**config.mk**
```make
export PLATFORM = sky130hd
export DESIGN_NAME = q_run_monitor_flat
export DESIGN_NICKNAME = d
export VERILOG_FILES = /design/src/rtl/q_mon_pkg.sv /design/src/rtl/q_run_monitor_if.sv /design/src/rtl/q_run_monitor_sat_counter.sv /design/src/rtl/q_run_monitor.sv /design/src/flat_wrapper.sv
export SDC_FILE = /design/constraint.sdc
export NUM_CORES = 1
export LEC_CHECK = 0
export BUFFER_PORTS_ARGS = -buffer_cell sky130_fd_sc_hd__buf_2
export CAP_MARGIN = 10
export CORE_MARGIN = 2
export CORE_UTILIZATION = 47
export DETAILED_ROUTE_END_ITERATION = 8
export PLACE_DENSITY = 0.67
export SETUP_SLACK_MARGIN = 0.2
export SLEW_MARGIN = 10
export SYNTH_ARGS = -nofsm -noshare
export SYNTH_HDL_FRONTEND = slang
export SYNTH_SLANG_ARGS = --single-unit
export TNS_END_PERCENT = 20
```
**constraint.sdc**
```tcl
create_clock -name clk -period 3.5 [get_ports clk]
set_input_delay 0.35 -clock clk [delete_from_list [all_inputs] [get_ports clk]]
set_output_delay 0.35 -clock clk [all_outputs]
set_load 0.005 [all_outputs]
```
**src/rtl/q_mon_pkg.sv**
```systemverilog
// Shared types and defaults for the run monitor: FSM encoding, default parameters
// and the 4-bit saturating increment used for the run length.
package q_mon_pkg;

    typedef enum logic [1:0] {
        IDLE  = 2'd0,
        TRACK = 2'd1,
        HIT   = 2'd2
    } mon_state_t;

    localparam int DEF_RUN_LEN = 3;
    localparam int DEF_CNT_W   = 8;

    function automatic logic [3:0] sat_inc4(input logic [3:0] v);
        return (v == 4'hf) ? v : v + 4'd1;
    endfunction

endpackage

```
**src/rtl/q_run_monitor_if.sv**
```systemverilog
// Sample/statistics bundle between the code source (master) and the monitor (slave).
// Carries the sample strobe, soft clear, counter readback select and all run outputs.
interface q_run_monitor_if
    import q_mon_pkg::*;
#(
    parameter int CNT_W = DEF_CNT_W
);
    logic [1:0]       q_in;
    logic             q_valid;
    logic             clear;
    logic [1:0]       rd_sel;
    logic [CNT_W-1:0] rd_count;
    logic [1:0]       run_code;
    logic [3:0]       run_len;
    logic             run_hit;
    logic [7:0]       history;

    modport master (
        output q_in, q_valid, clear, rd_sel,
        input  rd_count, run_code, run_len, run_hit, history
    );

    modport slave (
        input  q_in, q_valid, clear, rd_sel,
        output rd_count, run_code, run_len, run_hit, history
    );
endinterface

```
**src/rtl/q_run_monitor_sat_counter.sv**
```systemverilog
// Saturating up-counter with synchronous reset and soft clear.
// Latency 1; no backpressure, inc is ignored once the counter is full.
module sat_counter #(
    parameter int W = 8
) (
    input  logic         clk,
    input  logic         reset,
    input  logic         clr,
    input  logic         inc,
    output logic [W-1:0] count
);
    always_ff @(posedge clk) begin
        if (reset || clr) begin
            count <= '0;
        end else if (inc && (count != {W{1'b1}})) begin
            count <= count + {{(W-1){1'b0}}, 1'b1};
        end
    end
endmodule

```
**src/rtl/q_run_monitor.sv**
```systemverilog
// Tracks runs of identical 2-bit codes, per-code occurrence counts and recent history.
// Latency 1 for run/history outputs, rd_count is combinational; no backpressure, every valid sample is taken.
module q_run_monitor
    import q_mon_pkg::*;
#(
    parameter int RUN_LEN = DEF_RUN_LEN,
    parameter int CNT_W   = DEF_CNT_W
) (
    input  logic clk,
    input  logic reset,
    q_run_monitor_if.slave mon
);
    localparam logic [3:0] RUN_LEN4 = 4'(RUN_LEN);

    mon_state_t       state_q, state_d;
    logic [1:0]       code_q, code_d;
    logic [3:0]       len_q, len_d;
    logic [7:0]       hist_q, hist_d;
    logic             hit_q;
    logic             accept;
    logic [CNT_W-1:0] cnt [4];

    // clear wins over a coincident sample, so the sample never reaches a counter
    assign accept = mon.q_valid && !mon.clear;

    for (genvar g = 0; g < 4; g++) begin : g_cnt
        sat_counter #(.W(CNT_W)) u_cnt (
            .clk   (clk),
            .reset (reset),
            .clr   (mon.clear),
            .inc   (accept && (mon.q_in == 2'(g))),
            .count (cnt[g])
        );
    end

    always_comb begin
        state_d = state_q;
        code_d  = code_q;
        len_d   = len_q;
        hist_d  = hist_q;
        if (mon.clear) begin
            state_d = IDLE;
            code_d  = 2'd0;
            len_d   = 4'd0;
            hist_d  = 8'd0;
        end else if (mon.q_valid) begin
            hist_d = {hist_q[5:0], mon.q_in};
            if ((state_q != IDLE) && (mon.q_in == code_q)) begin
                len_d   = sat_inc4(len_q);
                state_d = (len_d >= RUN_LEN4) ? HIT : TRACK;
            end else begin
                state_d = TRACK;
                code_d  = mon.q_in;
                len_d   = 4'd1;
            end
        end
    end

    always_ff @(posedge clk) begin
        if (reset) begin
            state_q <= IDLE;
            code_q  <= 2'd0;
            len_q   <= 4'd0;
            hist_q  <= 8'd0;
            hit_q   <= 1'b0;
        end else begin
            state_q <= state_d;
            code_q  <= code_d;
            len_q   <= len_d;
            hist_q  <= hist_d;
            hit_q   <= (state_d == HIT);
        end
    end

    assign mon.rd_count = cnt[mon.rd_sel];
    assign mon.run_code = code_q;
    assign mon.run_len  = len_q;
    assign mon.run_hit  = hit_q;
    assign mon.history  = hist_q;
endmodule

```
**src/flat_wrapper.sv**
```systemverilog
// flat-port wrapper written by rule: the top's interface ports become plain ports
module q_run_monitor_flat import q_mon_pkg::*;
#(
    parameter int RUN_LEN = DEF_RUN_LEN,
    parameter int CNT_W   = DEF_CNT_W
)
  (clk, reset, mon_q_in, mon_q_valid, mon_clear, mon_rd_sel, mon_rd_count, mon_run_code, mon_run_len, mon_run_hit, mon_history);
  q_run_monitor_if #(.CNT_W(CNT_W)) mon_i ();
  input  logic clk;
  input  logic reset;
  input wire logic [$bits(mon_i.q_in)-1:0] mon_q_in;
  input wire logic [$bits(mon_i.q_valid)-1:0] mon_q_valid;
  input wire logic [$bits(mon_i.clear)-1:0] mon_clear;
  input wire logic [$bits(mon_i.rd_sel)-1:0] mon_rd_sel;
  output wire logic [$bits(mon_i.rd_count)-1:0] mon_rd_count;
  output wire logic [$bits(mon_i.run_code)-1:0] mon_run_code;
  output wire logic [$bits(mon_i.run_len)-1:0] mon_run_len;
  output wire logic [$bits(mon_i.run_hit)-1:0] mon_run_hit;
  output wire logic [$bits(mon_i.history)-1:0] mon_history;
  assign mon_i.q_in = mon_q_in;
  assign mon_i.q_valid = mon_q_valid;
  assign mon_i.clear = mon_clear;
  assign mon_i.rd_sel = mon_rd_sel;
  assign mon_rd_count = mon_i.rd_count;
  assign mon_run_code = mon_i.run_code;
  assign mon_run_len = mon_i.run_len;
  assign mon_run_hit = mon_i.run_hit;
  assign mon_history = mon_i.history;
  q_run_monitor #(.RUN_LEN(RUN_LEN), .CNT_W(CNT_W)) u_core (.clk(clk), .reset(reset), .mon(mon_i));
endmodule
```
==> results of run 1 <==
[flip-flops by register name, indices dropped and copies added, names as in the netlist]
register / flops
u_core.g_cnt.u_cnt.count: 32
u_core.mon.run_len: 4
u_core.mon.run_code: 2
u_core.state_q: 2
u_core.mon.history: 8
u_core.mon.run_hit: 1
[power by group]
| part | internal (mW) | switching [mW] |
|---|---|---|
| clock | 0.132 | 0.170 |
| sequential | 0.560 | 0.00372 |
| combinational | 0.0205 | 0.0338 |
| total | 0.713 | 0.207 |
[kinds of logic after synthesis]
logic type,synth area share
AND/OR/NAND/NOR,0.2253
AO/OA/AOI/OAI,0.1568
flip-flops,0.3978
XOR/XNOR,0.06393
buffers and inverters,0.02537
multiplexers,0.1055
adder cells (fa/ha/maj),0.02537
[cells in the mapped netlist, types with 4 or more instances]
library cell / n
inv_1: 5
o21ai_1: 5
nand3_1: 11
dfxtp_1: 49
nand4_1: 7
clkbuf_1: 7
and3_1: 4
mux2i_1: 8
o211ai_1: 5
a21oi_1: 19
mux4_2: 8
o21ai_0: 5
nand2_1: 18
nand2b_1: 5
xor2_1: 14
a31o_1: 4
ha_1: 5
nor2_1: 33
xnor2_1: 4
[critical path, delay by kind of cell]
| family | cells | cell delay [ps] |
|---|---|---|
| AOI/OAI and AO/OA | 1 | 90 |
| and+or+nand+nor | 2 | 1020 |
| buffers and inverters | 2 | 490 |
[routing by layer]
layer	GRT usage	vias to the layer above
met5	0	-
met4	0.06545	0
met3	0.04621	7
met2	0.2699	47
met1	0.2479	924
li1	-	1016
[worst min path at each step]
| stage | startpoint | endpoint | slack [ps] | cells past startpoint |
|---|---|---|---|---|
| detailed placement | u_core.state_q[1]$_SDFF_PP0_ | u_core.mon.run_hit$_SDFF_PP0_ | 470 | 2 |
| finish | mon_q_in[1] | u_core.mon.history[1]$_SDFFE_PP0P_ | 410 | 3 |
| floorplan | u_core.state_q[1]$_SDFF_PP0_ | u_core.mon.run_hit$_SDFF_PP0_ | 450 | 2 |
| CTS | mon_q_in[0] | u_core.mon.history[0]$_SDFFE_PP0P_ | 390 | 3 |
| global route | mon_q_in[1] | u_core.mon.run_code[1]$_SDFFE_PP0P_ | 410 | 3 |
| global placement | u_core.mon.history[7]$_SDFFE_PP0P_ | u_core.mon.history[7]$_SDFFE_PP0P_ | 470 | 2 |
[placed cells by master (no fill, tap or decap), types with 5 or more instances in the layout]
cell and count:
nand2b_1 5, o21ai_0 5, nand4_1 7, nand2_1 18
nand3_1 11, xor2_1 14, inv_1 5, mux4_2 8
nor2_1 33, o21ai_1 5, clkbuf_8 5, a21oi_1 19
buf_2 30, dfxtp_1 49, ha_1 5, o211ai_1 5
mux2i_1 8
[area by class of cell]
class | instances | area, µm² | area share
clock buffers | 5 | 68.82 | 0.02510
clock inverters | 1 | 5.005 | 0.001826
inverters | 5 | 18.77 | 0.006846
multi-input cells | 196 | 1423 | 0.5189
flip-flops and latches | 49 | 980.9 | 0.3578
well taps | 70 | 87.58 | 0.03195
repair buffers | 31 | 157.7 | 0.05751
==> metrics list, run 1 <==
- Data on the critical path is required at its endpoint by 3730 ps.
- Tracing the worst setup path back leads to its startpoint at mon_clear.
- Syn-to-layout area delta: 11.16%
- # clock sinks: between 40 and 50
- STA classifies the critical path endpoint as a register.
- Reg-to-reg critical path startpoint: u_core.mon.run_code[0]$_SDFFE_PP0P_
- The worst setup path is launched from an input pin.
- Series of cell instances along the critical path: buf_2 -> or2_1 -> buf_4 -> or4_1 -> o21ai_1
* Sum of met2 wire segment lengths after detailed routing: 2.237 mm
- In this run the static leakage power is 1.049 nW.
- The net count of the finished layout is about 300.
- Data arrival time of the critical path: a little under 2000 ps
- The number of clock buffers added by TritonCTS is 5.
- Row count: 26
- In this run the worst setup path terminates at u_core.g_cnt[0].u_cnt.count[5]$_SDFFE_PP0P_.
- VDD sags by at most about 160 µV.
* Global placer's final weighted congestion: 0.8609
- Fill count: just under 500
* Total power: 0.9196 mW
- For flop-to-flop paths, the worst setup slack is around 1900 ps.
- The setup path with the least slack is of type input pin to register.
- Portion of synthesized cell area occupied by the leading cell type: 0.3978
- Most area-hungry cell type in the Yosys netlist: dfxtp_1
- Excluding fillers, the count of instances in the completed layout stands at 357.
- Detailed placement HPWL: 3.604 mm
* Finish-stage setup viols: 0
* Port Buffer Count: 30
- The clock tree synthesis step divided the H-tree into 2 levels.
- Max Buffers Root-to-Sink: 2
* Vias after detailed routing: roughly 2000
- Final Critical Period: 1715 ps
- DRC Markers: 0
* Reg2Reg Depth: 4
* Core Footprint: 5075 µm²
- Headroom to the max-slew limit came out at 0.4929.
- The tree is rooted in a clkbuf_8.
- Yosys mapped a number of flops with a built-in enable equal to 0.
- DRC marker count from the first detailed-route iteration: 95
* Yosys Warn Count: 0
- For this configuration, the core starts out at a cell density of 0.4859.
* Die Footprint: around 5800 µm²
- Using the TritonRoute via totals, the vias-per-cell ratio works out to 5.585.
* Finished layout cell area: ~2700 µm²
* Fmax: 583.0 MHz
- The number of nets handed over by synthesis was between 200 and 300.
* Worst Tran Pin Value: roughly 760 ps
- In this design, the stage delay of the slowest critical-path cell is 510 ps.
- The number of antenna diodes in the final layout is 0.
- The detail route stage leaves a number of antenna-violating nets equal to 0.
* Post-route worst hold slack: approximately 410 ps
* Total routing usage reported by global routing: 0.1791
* Outcome: complete, no violations
- Setup repair after global routing left no endpoint under its margin.
- The clock arrives with ~7.6 ps of skew.
* Fraction of final layout cells sized beyond drive strength 1: 0.1951
* Clock network latency to the later pin of the worst-skew pair: approximately 300 ps
- Share of flip-flops with an asynchronous set or reset after synthesis: 0
* Maximum net fanout on the critical path: 24
* Cts-stage hold buffer count: 0
* Inst Count DP: ~350
- Class of the tightest hold or removal check: input pin to register
* Ranking of synthesized cells by area: dfxtp_1 (40%), mux4_2 (7.3%), nor2_1 (5.0%), xor2_1 (5.0%), a21oi_1 (3.9%)
- The tool flagged a number of max-cap violations equal to 0.
* Highest routed metal layer: met4
* Length of routed met3 wiring: a little over 300 µm
* Cell with the biggest individual delay on the critical path: or2_1
* Global-route wire length before repair: around 8.5 mm
- Of the synthesized area, sequential elements account for 0.3978.
- Via count of the first global-routing pass: 1735
- A synthesized cell averages between 9 and 10 µm².
- For this run the aggregate overflow at the end of global routing stands at 0.
* Boundary pin count: 31
* Ys flop type: dfxtp_1
* Pre-antenna DRT Iters: 5
- Total Wirelength: between 5 and 6 mm
* Setup ws final: approximately 1800 ps
* Average detailed-routed wire length per instance: approximately 14 µm
* Number of buffers inserted by post-CTS setup repair: 0
- Endpoints failing hold: 0
* Accumulated negative setup slack: 0 ps
* Post_cts resized: 0
- The synthesized netlist contains 47 unique library cells.
* Final count of pins violating max slew: 0
- Area post-placement: around 2700 µm²
- Seq cells post-synth: 49
* Pre-CTS setup slack: approximately 1500 ps
* Largest net degree at the start of global routing: 27
- For this block, wires on met1 add up to ~2.4 mm.
- Worst R2R End: u_core.state_q[0]$_SDFF_PP0_
- Power density over cell area: ~340 nW/µm²
- Initial antenna violation count: 0
- Clock-pin slew was measured on the worst setup and hold paths at 90 ps.
- In the finished design, the share of the clock period the worst path needs comes to 0.4901.
- TritonCTS built the clock tree.
- The floorplan step set the die height to about 76 µm.
* Final core area utilization: 0.5402
* Netlist Area Pre-Place: between 2000 and 2500 µm²
* Synthesized instance count: roughly 260
- Die extent in x: between 70 and 80 µm
Power figures use the tool's default switching activity.
==> inputs of run 2 (changes only) <==
--- a/config.mk
+++ b/config.mk
@@ -5,12 +5,13 @@
 export SDC_FILE = /design/constraint.sdc
 export NUM_CORES = 1
 export LEC_CHECK = 0
+export ABC_AREA = 1
 export BUFFER_PORTS_ARGS = -buffer_cell sky130_fd_sc_hd__buf_2
 export CAP_MARGIN = 10
 export CORE_MARGIN = 2
 export CORE_UTILIZATION = 47
 export DETAILED_ROUTE_END_ITERATION = 8
-export PLACE_DENSITY = 0.67
+export PLACE_DENSITY = 0.69
 export SETUP_SLACK_MARGIN = 0.2
 export SLEW_MARGIN = 10
 export SYNTH_ARGS = -nofsm -noshare
==> constraint.sdc (replaced) <==
create_clock -name clk -period 1.4 [get_ports clk]
set_input_delay 0.14 -clock clk [delete_from_list [all_inputs] [get_ports clk]]
set_output_delay 0.14 -clock clk [all_outputs]
set_load 0.005 [all_outputs]
==> metrics list, run 2 <==
* Outcome: complete, no violations
- The final count of negative-setup-slack endpoints came to 0 (unchanged).
- Crit end category: register
* Average detailed-routed wire length per instance: 13.85 µm (-1.6%)
- The total of max-cap violations is 0 (unchanged).
- The tightest min-delay check is of the input pin to register type.
- The share of layout cells above drive strength 1 came to 0.3953 (+0.2002).
- The final net count was 480 (+59%).
- Detailed placement HPWL: 4.859 mm (+35%)
* Endpoints failing hold: 0 (unchanged)
- The data required time of the critical path came to 1590 ps (-2140 ps).
- The routability congestion estimate came to 0.8792 (+2.1%).
- The final clock skew was 7.357 ps (-0.2858 ps).
- Hold Crit Endpoint: u_core.mon.run_code[1]$_SDFFE_PP0P_
- Share of flip-flops with an asynchronous set or reset after synthesis: 0 (unchanged)
* Netlist Area Pre-Place: 2664 µm² (+8.0%)
- The worst setup path is launched from a register.
- The area enclosed by the die boundary is 6286 µm² (+7.6%).
- Unique cell type count in the Yosys netlist: 29 (-38%)
- The worst path setup slack after routing was 24.23 ps (-1760 ps).
* Core Footprint: 5507 µm² (+8.5%)
- The peak supply drop was 489.2 µV (+200%).
- Final count of pins violating max slew: 0 (unchanged)
- Post-route worst hold slack: 208.6 ps (-202.3 ps)
- The aggregate negative setup slack was 0 ps (unchanged).
- The number of buffer and inverter stages on the critical path was 2 (unchanged).
- Area post-placement: 3054 µm² (+14%)
- The post-synthesis average cell area is 6.710 µm² (-29%).
* Data arrival time of the critical path: 1570 ps (-380 ps)
- Post-route fraction of the period consumed by the critical path: 0.9827
* Reg area: 1015 µm² (+3.4%)
* Via/cell ratio: 5.289 (-5.3%)
* Most repeated cell in the gate-level netlist after synthesis: nand2_1
* Worst slew slack as a fraction of its limit: 0.6982 (+0.2053)
- Leakage power summed over all cells: 1.570 nW (+50%)
- The routed design could run at a clock period as short as 1376 ps.
- The number of nets produced by synthesis was 410 (+50%).
- The maximum clock path buffer count is 2 (unchanged).
- Fmax: 726.9 MHz
* Fill count: 466 (-5.1%)
- Maximum net fanout on the critical path: 4 (-83%)
- The setup slack of the most critical reg-to-reg path is 20 ps (-1880 ps).
* Clock network latency to the later pin of the worst-skew pair: 310 ps (about the same)
* Seq cells post-synth: 49 (unchanged)
- Number of instances on the worst hold path: 3 (unchanged)
- Vias after detailed routing: 2856 (+43%)
* Total inserted antenna cells: 0 (unchanged)
- Synthesized instance count: 397 (+52%)
- The number of global-route vias before repair was 2578 (+49%).
- The critical path is of the register to register type.
- Ranking of synthesized cells by area: dfxtp_1 (37%), nand2_1 (15%), a21oi_1 (9.4%), inv_1 (5.9%), nor2_1 (4.8%)
- The count of clock tree sinks is 49 (unchanged).
- The number of warnings issued by yosys came to 0 (unchanged).
* Initial core utilization: 0.4838 (-0.002193)
- Post-route ant nets: 0 (unchanged)
* Unrepaired setup endpoints after global routing: yes
* Worst R2R End: u_core.g_cnt[2].u_cnt.count[1]$_SDFFE_PP0P_
- The number of placed I/O pins is 31 (unchanged).
- Most common library cell in the layout ignoring fill and taps: nand2_1
- Sorting the synthesized cells by how often they occur yields nand2_1 (109), a21oi_1 (50), dfxtp_1 (49).
* Series of cell instances along the critical path: ha_4 -> nand2_4 -> inv_2 -> nand4_1 -> nand2_2 -> buf_4 -> a21oi_1
- Cell class contributing the biggest share of worst-path delay: simple AND/OR/NAND/NOR gates
* Port Buffer Count: 30 (unchanged)
- The worst setup slack before clock tree synthesis came to -50.81 ps (-1521 ps).
- Initial antenna violation count: 0 (unchanged)
* Filler-free cell count of the finished design: 540 (+51%)
- The global-route total usage across every layer came to 0.2229 (+0.04375).
* Power density over cell area: 689.9 nW/µm² (+110%)
- The total routed wirelength was 7.477 mm (+49%).
- Num CTS Buffers: 5 (unchanged)
- The number of cells traversed by the worst register-to-register path is 7 (+3).
* Finished layout cell area: 3656 µm² (+33%)
* Cts-stage hold buffer count: 0 (unchanged)
- In this run the critical register-to-register path is launched from u_core.g_cnt[2].u_cnt.count[0]$_SDFFE_PP0P_.
* Global-route wire length before repair: 11.21 mm (+33%)
- Most area-hungry cell type in the Yosys netlist: dfxtp_1
- Count of flip-flops with a built-in enable after synthesis: 0 (unchanged)
- The area share of the largest cell type after synthesis was 0.3682 (-0.02952).
- Inst Count DP: 511 (+46%)
* Clock root buffer: clkbuf_8
- Ys flop type: dfxtp_1
- Overflow after GRT: 0 (unchanged)
- Leaving out fill and tap cells, the most frequent cells in the layout are nand2_1 (90), a21oi_1 (41), buf_4 (35).
- The DRC violation count after routing was 0 (unchanged).
- Max reg flops: 32 (unchanged)
- Delay of the slowest critical-path stage: 370 ps (-140 ps)
- The largest net degree at the start of global routing came to 17 (-37%).
* Total area of multi-input combinational cells: 1794 µm² (+26%)
* Pre-antenna DRT Iters: 4 (-1)
* Largest Register: u_core.g_cnt.u_cnt.count
- H-tree levels: 2 (unchanged)
- Worst Tran Pin Value: 450.2 ps (-307.6 ps)
- Cell with the biggest individual delay on the critical path: dfxtp_2
- Part of the Yosys area used for sequential elements: 0.3682 (-0.02952)
- TritonCTS built the clock tree.
- The floorplan row count is 27 (+3.8%).
- The vertical die dimension is 79.29 µm (+3.7%).
* Die extent in x: 79.29 µm (+3.7%)
- In this run the most critical hold path is launched from mon_q_in[1].
- Syn-to-layout area delta: 37.25%
* DRC marker count from the first detailed-route iteration: 161 (+69%)
* Clock slew seen by the registers of the worst setup and hold paths: 90 ps (about the same)
-- run 2: cell count changes in the layout (fill, tap and decap cells not counted), sizes merged, moves of 12 or more --
cell | before | now
nor3 | 3 | 15
o21ai | 12 | 29
inv | 5 | 47
nand2 | 18 | 116
buf | 31 | 71
a21oi | 19 | 50
-- run 2: worst register-to-register path, stage by stage, from the launching register on --
cell     delay [ps]
dfxtp_2         370
ha_4            160
nand2_4          60
inv_2            70
nand4_1         220
nand2_2         200
buf_4           130
a21oi_1          60
-- run 2: per-layer routing --
metal | vias to the layer above | share of wire | global-route usage
li1 | 1432 | - | -
met1 | 1331 | 0.43 | 0.2814
met2 | 71 | 0.50 | 0.3763
met3 | 22 | 0.044 | 0.03295
met4 | 0 | 0.026 | 0.09828
met5 | - | 0 | 0
-- run 2: worst max-delay path by stage --
stage          slack, ps  depth (start not counted)                                        start                                     endpoint
2_1_floorplan        170                          9  u_core.g_cnt[3].u_cnt.count[1]$_SDFFE_PP0P_  u_core.g_cnt[3].u_cnt.count[6]$_SDFFE_PP0P_
3_3_place_gp          20                          8  u_core.g_cnt[3].u_cnt.count[0]$_SDFFE_PP0P_  u_core.g_cnt[3].u_cnt.count[1]$_SDFFE_PP0P_
3_5_place_dp         -50                          8  u_core.g_cnt[3].u_cnt.count[0]$_SDFFE_PP0P_  u_core.g_cnt[3].u_cnt.count[1]$_SDFFE_PP0P_
4_1_cts               40                          5  u_core.g_cnt[1].u_cnt.count[0]$_SDFFE_PP0P_                              mon_rd_count[0]
5_1_grt              -80                          7  u_core.g_cnt[1].u_cnt.count[3]$_SDFFE_PP0P_  u_core.g_cnt[1].u_cnt.count[2]$_SDFFE_PP0P_
6_report              20                          7  u_core.g_cnt[2].u_cnt.count[0]$_SDFFE_PP0P_  u_core.g_cnt[2].u_cnt.count[1]$_SDFFE_PP0P_
-- run 2: what timing repair did --
action / CTS / global route
setup buffers: 11 / 7
gates cloned: 1 / 2
gates resized for setup: 32 / 90
pin swaps: 20 / 29
endpoints found under the setup margin: 44 / 47
-- run 2: cell type report --
cell class,instances,area share
multi-input cells,293,0.4908
flip-flops and latches,49,0.2775
repair buffers,71,0.1314
inverters,47,0.05305
well taps,72,0.02464
clock buffers,6,0.01985
clock inverters,2,0.002738
-- run 2: stage by stage --
| stage | utilization | power, mW |
|---|---|---|
| after floorplan | - | 1.591 |
| after global placement | 0.5546 | 1.678 |
| after detailed placement | 0.5546 | 1.682 |
| after CTS | 0.6001 | 2.500 |
| after global routing | 0.6639 | 2.633 |
| final | 0.6639 | 2.522 |
-- run 2: cells by family after synthesis --
| logic type | count (synthesis) | synth area share |
|---|---|---|
| AO/OA/AOI/OAI | 85 | 0.1686 |
| XOR/XNOR | 12 | 0.03945 |
| adder cells (fa/ha/maj) | 5 | 0.02349 |
| buffers and inverters | 58 | 0.08736 |
| flip-flops | 49 | 0.3682 |
| AND/OR/NAND/NOR | 188 | 0.3128 |
-- run 2: where the power goes --
part	internal, mW	switching (mW)	total [mW]
logic	0.106	0.180	0.286
registers	1.40	0.0135	1.42
clock network	0.347	0.472	0.820
total	1.86	0.666	2.52
==> inputs of run 3 (changes only) <==
--- a/config.mk
+++ b/config.mk
@@ -5,7 +5,6 @@
 export SDC_FILE = /design/constraint.sdc
 export NUM_CORES = 1
 export LEC_CHECK = 0
-export ABC_AREA = 1
 export BUFFER_PORTS_ARGS = -buffer_cell sky130_fd_sc_hd__buf_2
 export CAP_MARGIN = 10
 export CORE_MARGIN = 2
==> metrics list, run 3 (synthesized netlist as in run 1, its figures left out) <==
- Largest Register: u_core.g_cnt.u_cnt.count
- Port Buffer Count: 30 (unchanged)
- The per-cell routed wire length is 15.54 µm (+12%).
* Reg2Reg Depth: 5 (-2)
* Detailed placement HPWL: 4.268 mm (-12%)
- The tree is rooted in a clkbuf_8.
- Initial core utilization: 0.4859 (+0.002193)
- Post-route worst hold slack: 181.0 ps (-27.60 ps)
* Worst Tran Pin Value: 412.1 ps (-38.06 ps)
- Height of the die: 76.44 µm (-3.6%)
- Pre-CTS setup slack: -44.78 ps (+6.031 ps)
* Maximum capacitance violations: 0 (unchanged)
* Total inserted antenna cells: 0 (unchanged)
- The run finished, with violations left.
* Global placer's final weighted congestion: 0.8860 (+0.77%)
- Max reg flops: 32 (unchanged)
* Switching power as a share of total power: 0.2178 (-0.04612)
- The number of fillers in the final layout is 425 (-8.8%).
* Final core area utilization: 0.6442 (-0.01971)
* Layout Nets: 329 (-31%)
- Worst vdd rail ir drop: 408.2 µV (-17%)
- Total power: 2.598 mW (+3.0%)
* Failing checks: setup timing
* Endpoints failing hold: 0 (unchanged)
- The horizontal extent of the die was 76.44 µm (-3.6%).
- Most common library cell in the layout ignoring fill and taps: nor2_1
* Number of instances on the worst hold path: 3 (unchanged)
* Core Footprint: 5075 µm² (-7.8%)
- The critical path in this run is classified as register to output port.
- Clock network latency to the later pin of the worst-skew pair: 300 ps (about the same)
- Maximum net fanout on the critical path: 2 (-2)
- Unrepaired setup endpoints after global routing: yes
* Num CTS Buffers: 5 (unchanged)
* Share of total power in the clock network: 0.400 (+0.075)
* Total Wirelength: 6.015 mm (-20%)
- Fraction of final layout cells sized beyond drive strength 1: 0.4416 (+0.04634)
* DRC marker count from the first detailed-route iteration: 76 (-53%)
- The shortest clock period the worst path allows after layout was 1494 ps (+117.8 ps).
* # clock sinks: 49 (unchanged)
- Data arrival time of the critical path: 1350 ps (-220 ps)
- Overflow after GRT: 0 (unchanged)
* Clock slew seen by the registers of the worst setup and hold paths: 90 ps (about the same)
- Via count of the first global-routing pass: 2157 (-16%)
- The H-tree depth was 2 (unchanged).
- The area of the multi-input gates came to 1609 µm² (-10%).
* Crit end category: output port
- The data required time of the critical path came to 1260 ps (-330 ps).
- CTS tree: built
* DRC Markers: 0 (unchanged)
- The path class of the tightest hold or removal check is input pin to register.
- The final count of negative-setup-slack endpoints was 8 (+8).
- The part of the power in combinational logic was 0.064 (-0.049).
- The cts-stage hold buffer count came to 0 (unchanged).
- The count of TritonRoute iterations in the first routing pass came to 4 (unchanged).
- The number of placed I/O pins was 31 (unchanged).
* Global-route wire length before repair: 10.54 mm (-6.0%)
- Power density over cell area: 794.6 nW/µm² (+15%)
- Max Clock Skew: 5.058 ps (-2.300 ps)
- Initial antenna violation count: 0 (unchanged)
- The max-slew violation count is 0 (unchanged).
- The area taken by flip-flops and latches is 1044 µm² (+2.8%).
* Most frequent cells in the layout: nor2_1 (33), buf_2 (30), buf_4 (22)
* Fmax: 669.5 MHz (-7.9%)
* Max Buffers Root-to-Sink: 2 (unchanged)
* Leakage power summed over all cells: 1.237 nW (-21%)
- The floorplan row count is 26 (-3.7%).
- Post-route fraction of the period consumed by the critical path: 1.067 (+0.08413)
- The largest net degree at the start of global routing is 23 (+6).
- Total routing usage reported by global routing: 0.2232 (+0.0002851)
- The total via count after detailed routing came to 2188 (-23%).
- Syn-to-layout area delta: 32.57%
- The proportion of power drawn by flip-flops and latches was 0.536 (-0.026).
- The area enclosed by the die boundary was 5842 µm² (-7.1%).
* Via/cell ratio: 5.654 (+6.9%)
- Post-route ant nets: 0 (unchanged)
- The worst path setup slack after routing is -93.56 ps (-117.8 ps).
- The max-slew headroom at the worst pin is 0.7241 (+0.02585).
- Internal: 2.032 mW (+9.4%)
* Startpoint Class: register
- The power spent charging and discharging nets is 0.5658 mW (-15%).
-- run 3: changes by cell type in the layout (fill, tap and decap cells not counted), moves of 9 or more --
cell     change
inv_1       -27
o21ai_0     -13
nand2_4     -12
buf_4       -13
a21oi_1     -25
inv_2       -11
dfxtp_1      -9
nand2_2     -13
nand2_1     -73
-- run 3: area by class of cell --
class | instances | area share
Multi-Input combinational cell | 196 | 0.4922
Sequential cell | 49 | 0.3192
Clock buffer | 7 | 0.02641
Inverter | 5 | 0.005741
Timing Repair Buffer | 59 | 0.1206
Tap cell | 70 | 0.02679
Clock inverter | 1 | 0.009185
-- run 3: worst paths after layout --
kind                                          startpoint                                          end  slack, ps
max          u_core.g_cnt[1].u_cnt.count[4]$_SDFFE_PP0P_                              mon_rd_count[4]        -90
min                                          mon_q_in[0]          u_core.mon.run_code[0]$_SDFFE_PP0P_        180
max reg2reg  u_core.g_cnt[3].u_cnt.count[0]$_SDFFE_PP0P_  u_core.g_cnt[3].u_cnt.count[5]$_SDFFE_PP0P_         20
min reg2reg                 u_core.state_q[1]$_SDFF_PP0_                u_core.mon.run_hit$_SDFF_PP0_        480
-- run 3: stage by stage --
stage                     area [µm²]  TNS (ps)  cells
after global routing            3269     -1167    387
after floorplan                 2581         0    261
after CTS                       3226    -495.8    387
after detailed placement        2908    -74.09    369
final                           3269    -483.7    387
after global placement          2908    -3.724    369
-- run 3: routing by layer --
| metal | vias up | track usage | routed length (µm) |
|---|---|---|---|
| met1 | 1044 | 0.2859 | 2617 |
| met5 | - | 0 | 0 |
| met3 | 8 | 0.04502 | 331 |
| met4 | 0 | 0.06909 | 72 |
| met2 | 60 | 0.3788 | 2993 |
| li1 | 1076 | - | - |
-- run 3: critical path, stage by stage, from the launching register on --
cell     delay [ps]
dfxtp_2         340
buf_6           110
mux4_2          460
buf_2           150
-- run 3: repair_timing --
item	in CTS	in global routing
endpoints found under the setup margin	42	47
gates resized for setup	45	15
pin swaps	34	24
setup buffers	10	0
-- run 3: power by group through the flow --
stage	Clock [mW]	Combinational, mW	Sequential, mW
3_3_place_gp	0	0.154	1.44
4_1_cts	1.06	0.163	1.40
6_report	1.04	0.165	1.39
3_5_place_dp	0	0.156	1.44
2_1_floorplan	0	0.103	1.44
5_1_grt	1.12	0.182	1.40
